File: src/rtl/preemph.sv
// preemph: first-order fixed-point pre-emphasis filter for the FM transmit path.
//   y[n] = X0*x[n] + X1*x[n-1] + Y1*y[n-1], coefficients and samples in
//   Q(QUANT_BITS). Each sample takes four cycles: READ_X -> MUL -> ACC -> WRITE.
//
// Ports:
//   clk, rst      clock and synchronous active-high reset
//   x_in_rd_en    pop strobe to the input FIFO (combinational)
//   x_in_empty    input FIFO empty
//   x_in          input FIFO head (show-ahead, valid while !x_in_empty)
//   y_out         output sample, zero whenever y_out_wr_en is low
//   y_out_wr_en   push strobe to the output FIFO (combinational)
//   y_out_full    output FIFO full
//   sample_count  samples written since reset, wraps at 2^32
module preemph #(
  parameter int                    DATA_WIDTH = 32,
  parameter int                    QUANT_BITS = 10,
  parameter logic [DATA_WIDTH-1:0] X0_COEFF   = 32'h00000600,
  parameter logic [DATA_WIDTH-1:0] X1_COEFF   = 32'hfffffd66,
  parameter logic [DATA_WIDTH-1:0] Y1_COEFF   = 32'h00000000
) (
  input  logic                         clk,
  input  logic                         rst,
  output logic                         x_in_rd_en,
  input  logic                         x_in_empty,
  input  logic signed [DATA_WIDTH-1:0] x_in,
  output logic signed [DATA_WIDTH-1:0] y_out,
  output logic                         y_out_wr_en,
  input  logic                         y_out_full,
  output logic [31:0]                  sample_count
);

  localparam int PW = 2 * DATA_WIDTH;

  localparam logic signed [DATA_WIDTH-1:0] X0_S = X0_COEFF;
  localparam logic signed [DATA_WIDTH-1:0] X1_S = X1_COEFF;
  localparam logic signed [DATA_WIDTH-1:0] Y1_S = Y1_COEFF;

  typedef enum logic [1:0] {READ_X, MUL, ACC, WRITE} state_t;

  state_t                         state_q, state_d;
  logic signed [DATA_WIDTH-1:0]   x0_q, x0_d;
  logic signed [DATA_WIDTH-1:0]   x1_q, x1_d;
  logic signed [DATA_WIDTH-1:0]   y1_q, y1_d;
  logic signed [PW-1:0]           p0_q, p0_d;
  logic signed [PW-1:0]           p1_q, p1_d;
  logic signed [PW-1:0]           p2_q, p2_d;
  logic signed [DATA_WIDTH-1:0]   r_q, r_d;
  logic [31:0]                    cnt_q, cnt_d;

  // Divide by 2^QUANT_BITS rounding toward zero: negative products get a
  // bias of 2^QUANT_BITS-1 before the arithmetic shift, so -1536 -> -1
  // rather than -2. The result wraps to DATA_WIDTH.
  function automatic logic signed [DATA_WIDTH-1:0] deq(input logic signed [PW-1:0] p);
    logic signed [PW-1:0] bias;
    logic signed [PW-1:0] adj;
    bias                 = '0;
    bias[QUANT_BITS-1:0] = '1;
    adj                  = p[PW-1] ? (p + bias) : p;
    return DATA_WIDTH'(adj >>> QUANT_BITS);
  endfunction

  // State and datapath registers
  always_ff @(posedge clk) begin
    if (rst) begin
      state_q <= READ_X;
      x0_q    <= '0;
      x1_q    <= '0;
      y1_q    <= '0;
      p0_q    <= '0;
      p1_q    <= '0;
      p2_q    <= '0;
      r_q     <= '0;
      cnt_q   <= '0;
    end else begin
      state_q <= state_d;
      x0_q    <= x0_d;
      x1_q    <= x1_d;
      y1_q    <= y1_d;
      p0_q    <= p0_d;
      p1_q    <= p1_d;
      p2_q    <= p2_d;
      r_q     <= r_d;
      cnt_q   <= cnt_d;
    end
  end

  // Next-state and datapath update
  always_comb begin
    state_d = state_q;
    x0_d    = x0_q;
    x1_d    = x1_q;
    y1_d    = y1_q;
    p0_d    = p0_q;
    p1_d    = p1_q;
    p2_d    = p2_q;
    r_d     = r_q;
    cnt_d   = cnt_q;
    unique case (state_q)
      // Stage 0: pop a sample and shift the input history
      READ_X: begin
        if (x_in_rd_en) begin
          x1_d    = x0_q;
          x0_d    = x_in;
          state_d = MUL;
        end
      end
      // Stage 1: full-width signed products
      MUL: begin
        p0_d    = PW'(X0_S) * PW'(x0_q);
        p1_d    = PW'(X1_S) * PW'(x1_q);
        p2_d    = PW'(Y1_S) * PW'(y1_q);
        state_d = ACC;
      end
      // Stage 2: dequantise and sum with wraparound, feed result back
      ACC: begin
        r_d     = deq(p0_q) + deq(p1_q) + deq(p2_q);
        y1_d    = r_d;
        state_d = WRITE;
      end
      // Stage 3: push result, holding everything while the output is full
      WRITE: begin
        if (y_out_wr_en) begin
          cnt_d   = cnt_q + 32'd1;
          state_d = READ_X;
        end
      end
      default: state_d = READ_X;
    endcase
  end

  // FIFO strobes are suppressed during reset so an in-flight sample is dropped.
  always_comb begin
    x_in_rd_en  = !rst && (state_q == READ_X) && !x_in_empty;
    y_out_wr_en = !rst && (state_q == WRITE) && !y_out_full;
    y_out       = y_out_wr_en ? r_q : '0;
  end

  assign sample_count = cnt_q;

endmodule
File: config.mk
export PLATFORM = sky130hd
export DESIGN_NAME = preemph
export DESIGN_NICKNAME = d
export VERILOG_FILES = /design/src/rtl/preemph.sv
export SDC_FILE = /design/constraint.sdc
export NUM_CORES = 1
export LEC_CHECK = 0
export CAP_MARGIN = 15
export CORE_UTILIZATION = 25
export CTS_CLUSTER_SIZE = 14
export DETAILED_ROUTE_END_ITERATION = 7
export HOLD_SLACK_MARGIN = 0.15
export PLACE_DENSITY = 0.46
export REMOVE_ABC_BUFFERS = 1
export SLEW_MARGIN = 20
export SYNTH_ARGS = -nofsm -noshare
export SYNTH_HDL_FRONTEND = slang
export SYNTH_SLANG_ARGS = --single-unit
File: constraint.sdc
create_clock -name clk -period 11.62 [get_ports clk]
set_clock_uncertainty 0.15 [all_clocks]
set_input_delay 1.743 -clock clk [delete_from_list [all_inputs] [get_ports clk]]
set_output_delay 1.743 -clock clk [all_outputs]
set_load 0.005 [all_outputs]
==> metrics, run 1 <==
max-slew violation count 0; Setup TNS Final 0 ns; clk root buf clkbuf_16; clock buffer count from CTS 27; Critical Path, Cell by Cell inv_1, ha_1, fa_1, fa_1, inv_1, fa_1, fa_1, inv_1, ha_1, nand4_1, nor4_1, o31ai_1, a211oi_1, a211oi_1, nand2_1, a31oi_1, xor2_1, o22ai_1; wire per inst 15.7 um; Final Critical Period between 5 and 6 ns; critical path arrival ~6.2 ns; most instantiated library cell after synthesis inv_1; CP endpoint kind register; Skew-Pair Late Insertion Delay ~0.57 ns; initial antenna violation count 1; register bit count reported by yosys 206; Resized Gates After CTS 0; Leakage approximately 0.01 uW; Tightest Pin Transition 0.887 ns; CTS H-Tree Depth 1; slowest CP cell o31ai_1; Yosys top cell by area dfxtp_1; final setup violation count 0; Post-synth EDFFs 0; routed vias ~16000; top cell type's share of synthesized area around 21%; Mean Syn Cell Area about 8.3 um2; CTS tree yes; max-cap violations 0; Max clock buf depth 3; GRT Resource Usage Total between 10% and 20%; overall routed net length 54900 um; floorplan row count about 100; Vias/cell about 4.6; DRC 0; HP Class register to register; Area Overhead vs Synth 15.0%; PwrDens 240 mW/mm2; Die Ht 284 um; number of buffers added on ports approximately 100; RSZ-0062 raised after global routing false; final setup margin ~5.7 ns; dpl hpwl 43400 um; post-route ant nets 0; grt ovf 0; Synth warnings 0; I/O pins around 100; sequential-to-total area share from yosys stat 20.8%; die width between 200 and 300 um; hold buffer count at CTS 0; commonest cells in the netlist 291 x inv_1, 280 x ha_1, 252 x nand2_1, 206 x dfxtp_1, 184 x a21oi_1; data required time at the worst endpoint ~12 ns; Most used DFF post-synth dfxtp_1; cell area after synthesis just under 0.02 mm2; postcts setup bufs 0; max_slew headroom between 40% and 50%; Synth area leaders dfxtp_1 21%, ha_1 18%, fa_1 13%; pre-CTS setup slack roughly 5.7 ns; Yosys cell types slightly above 80; core box area 0.0780 mm2; 1st-pass router iterations 5; clk slew on worst S/H paths ~0.060 ns; status complete, no violations; worst vdd ir 0.140 mV; CTS sink cnt 206; n_diodes 0; Critical Path Start Type register; asr flop ratio synth 0%; Final nets between 2000 and 3000; Period Utilization, post-route 50.8%; initial core utilization between 20% and 30%; first-pass GRT wire length approximately 89000 um; synthesized netlist cell count between 2000 and 2500; slowest stage delay, CP a little under 0.6 ns; share of cells above drive strength 1 under 10%; gpl congestion roughly 0.85; worst-path fanout max 7; most used cell, CP fa_1; largest net degree at the start of global routing 167; DIE AREA 0.0806 mm2; Fmax 0.169 GHz; Setup CP Type register to register; Fin. Hold Viols 0; initial DRC count approximately 840; vias in the first global route 16500
worst paths after layout:
path,startpoint,end,slack [ns],cells after the start
worst min-delay path,r_q[21],r_q[21],0.33,2
worst min register to register,r_q[21],r_q[21],0.33,2
worst max-delay path,x1_q[3],p1_q[36],5.71,18
worst max register to register,x1_q[3],p1_q[36],5.71,18
flip-flops by register name, indices dropped and copies added (netlist names):
| register | flops |
|---|---|
| r_q | 32 |
| x1_q | 32 |
| x0_q | 32 |
| p0_q | 34 |
| p1_q | 42 |
| sample_count | 32 |
| state_q | 2 |
cells in the final DEF (no fill, tap or decap), drive strengths merged, types with 8 or more instances in the layout:
master | Yosys | final
xor2 | 51 | 51
o21bai | 29 | 29
inv | 291 | 292
nand2 | 252 | 252
nor2 | 177 | 177
a31oi | 15 | 15
nand4 | 32 | 32
or3 | 16 | 16
a21oi | 187 | 187
o21ai | 77 | 77
nor3 | 38 | 38
nor2b | 13 | 13
and4 | 8 | 8
fa | 126 | 126
mux2i | 50 | 50
a21o | 53 | 53
xnor2 | 97 | 97
a211oi | 17 | 17
nand3 | 56 | 56
and2 | 11 | 11
buf | 22 | 9
nand2b | 15 | 15
clkdlybuf4s50 | 0 | 100
o21a | 9 | 9
o31ai | 8 | 8
o22ai | 10 | 10
ha | 280 | 280
and3 | 71 | 71
nor4 | 8 | 8
dfxtp | 206 | 206
clkbuf | 68 | 39
report_power, final:
part,internal (uW),total (uW),switching (uW)
Clock,537,884,347
Sequential,818,978,160
Combinational,1390,3620,2230
layer usage:
layer	wire length, um	track usage (%)	vias up	share of wire, %
li1	-	-	8233	-
met2	26300	23.9	222	48
met4	866	2.74	2	1.6
met3	1810	1.66	55	3.3
met1	25900	17.3	7679	47
met5	13	0	-	0.024
worst max-delay path: cells and delay by family (launching register included):
kind / cells / cell delay (ns)
XOR/XNOR: 1 / 0.16
flip-flops: 1 / 0.44
AND/OR/NAND/NOR: 3 / 0.49
adder cells (fa/ha/maj): 6 / 2.81
AO/OA/AOI/OAI: 5 / 1.49
buffers and inverters: 3 / 0.18
layout make-up:
cell class / count / area, um2
flip-flops and latches: 206 / 4120
repair buffers: 109 / 1080
fillers: 8322 / 55100
multi-input cells: 1798 / 14300
inverters: 291 / 1090
clock inverters: 11 / 144
well taps: 1040 / 1300
clock buffers: 39 / 791
kinds of logic (layout without fill, tap and decap cells):
kind of cell	after synthesis	after routing	synth area share [%]
AO/OA/AOI/OAI	473	473	15.1
buffers and inverters	381	450	7.32
AND/OR/NAND/NOR	720	720	17.3
multiplexers	51	51	2.58
flip-flops	206	206	20.8
XOR/XNOR	148	148	6.53
adder cells (fa/ha/maj)	406	406	30.3
metrics by stage:
stage                     instances  total power, uW  util, %  hold WS [ns]  cell area (um2)
after floorplan                2295             3660        -         0.284            19500
after global placement         3444             4610     28.1         0.313            21900
after detailed placement       3444             4620     28.1         0.322            21900
after CTS                      3494             5550     29.3         0.334            22800
after global routing           3494             6040     29.3         0.348            22800
final                          3494             5480     29.3         0.329            22800
No activity file was read; power rests on OpenSTA's default activity.
==> run 2, diff against run 1 <==
==> constraint.sdc (replaced) <==
create_clock -name clk -period 5.9 [get_ports clk]
set_clock_uncertainty 0.15 [all_clocks]
set_input_delay 0.885 -clock clk [delete_from_list [all_inputs] [get_ports clk]]
set_output_delay 0.885 -clock clk [all_outputs]
set_load 0.005 [all_outputs]
==> run 2 against run 1 <==
Net effect:
- critical path depth decreased by 1
- power increased by 99%
- worst setup slack got worse by 5.4 ns
- first-iteration DRC count increased by 5.3%
- fmax increased by 5.4%
- sequential cell count unchanged
- clock power increased by 91%
- routed wire length increased by 0.30%
- final area increased by 0.70%
- global-route usage about the same
- non-clock buffer count increased by 21
- largest power group unchanged
==> metrics, run 2 (synthesis gave the netlist of run 1 again) <==
CTS sink cnt around 210; share of cells above drive strength 1 4.77%; Final Critical Period ~5.6 ns; CTS H-Tree Depth 1; postcts setup bufs 0; clk root buf clkbuf_16; Area Overhead vs Synth 15.8%; Design Area, Final approximately 0.023 mm2; CTS tree yes; initial antenna violation count 3; worst r2r src x1_q[5]; placed inst area about 0.022 mm2; DRC 0; wire per inst between 15 and 20 um; Die Ht ~280 um; post-route ant nets 0; final setup margin 0.294 ns; Setup TNS Final 0 ns; max FFs per register between 40 and 50; Skew-Pair Late Insertion Delay 0.56 ns; Tightest Pin Transition roughly 1.0 ns; Inst Count DP approximately 3500; final setup violation count 0; 1st-pass router iterations 7; Period Utilization, post-route a little over nine tenths; critical path arrival 5.89 ns; HP Class register to register; max-cap violations 0; Hold Crit Start r_q[21]; core box area a little under 0.08 mm2; worst-path fanout max 6; number of buffers added on ports a little over 100; Leakage about 0.010 uW; most common cell after layout, fill and taps aside inv_1; largest net degree at the start of global routing slightly above 90; worst vdd ir around 0.32 mV; Vias/cell approximately 4.6; fin cells ~3500; clock buffer count from CTS 27; pre-CTS setup slack between 0.1 and 0.15 ns; gpl congestion about 0.86; max-slew violation count 0; final hold slack 0.328 ns; status complete, no violations; Max clock buf depth 3; Fmax about 0.18 GHz; initial core utilization between 20% and 30%; I/O pins between 100 and 150; CP endpoint kind register; Setup CP Type register to register; GRT Resource Usage Total between 10% and 20%; highest-count cells in the layout ignoring fill and taps 290 x inv_1, 278 x ha_1, 252 x nand2_1; routed vias ~16000; Critical Path Start Type register; overall routed net length between 50000 and 60000 um; floorplan row count ~100; fill cell count ~8300; first-pass GRT wire length around 89000 um; Fin. Hold Viols 0; DIE AREA between 0.08 and 0.09 mm2; data required time at the worst endpoint between 6 and 7 ns; n_diodes 0; PwrDens between 400 and 500 mW/mm2; hold buffer count at CTS 0; initial DRC count 882; max_slew headroom a little under a third; grt ovf 0; Biggest register p1_q; FF+latch area about 0.0041 mm2; Final nets just under 3000; clk slew on worst S/H paths about 0.06 ns; dpl hpwl about 44000 um; die width roughly 280 um; vias in the first global route 16400; Critical Path Source x1_q[5]; Multi-input gate area ~0.014 mm2; largest registers p1_q (42), p0_q (34)
-- run 2: worst paths after layout --
kind | cells after the start | slack [ns] | end
worst max-delay path | 17 | 0.29 | p1_q[33]
worst max register to register | 17 | 0.29 | p1_q[33]
worst min-delay path | 2 | 0.33 | r_q[21]
worst min register to register | 2 | 0.33 | r_q[21]
-- run 2: cell type report --
class                      count  area share, %
clock buffer                  38           3.38
clock inverter                11          0.517
inverter                     291           4.75
multi-input combinational   1798           62.4
sequential                   206           17.9
tap                         1040           5.66
timing repair buffer         130           5.35
-- run 2: where the power goes --
group          switching (uW)  internal (uW)  total, uW
logic                    4450           2860       7310
registers                 300           1610       1910
clock network             686           1000       1690
total                    5430           5480      10900
-- run 2: metal layers --
metal  vias to the layer above  share of wire [%]  track usage, %  wire length, um
met5                         -              0.054               0               30
met4                         6                2.4            3.65             1310
met3                        86                3.8            1.80             2070
met2                       246                 47            23.3            26000
met1                      7696                 47            17.4            25700
li1                       8271                  -               -                -
-- run 2: worst max-delay path, stage by stage, from the launching register on --
cell      delay (ns)
dfxtp_2         0.38
inv_1           0.12
ha_1            0.35
fa_1            0.53
fa_1            0.55
inv_1           0.05
fa_1            0.50
fa_1            0.55
inv_1           0.05
ha_1            0.39
or3_1           0.40
o211ai_1        0.15
o311a_4         0.31
o31ai_1         0.09
buf_4           0.17
a41oi_1         0.30
mux2i_2         0.33
o31ai_1         0.11
-- run 2: timing repair --
action | in CTS | in global routing
setup endpoints to repair | 0 | 8
endpoints found under the hold margin | 0 | 0
gates resized for setup | 0 | 11
-- run 2: through the flow --
stage	power [uW]	util, %
after floorplan	7210	-
after global placement	9160	28.3
after detailed placement	9190	28.3
after CTS	11000	29.4
after global routing	12000	29.5
final	10900	29.5
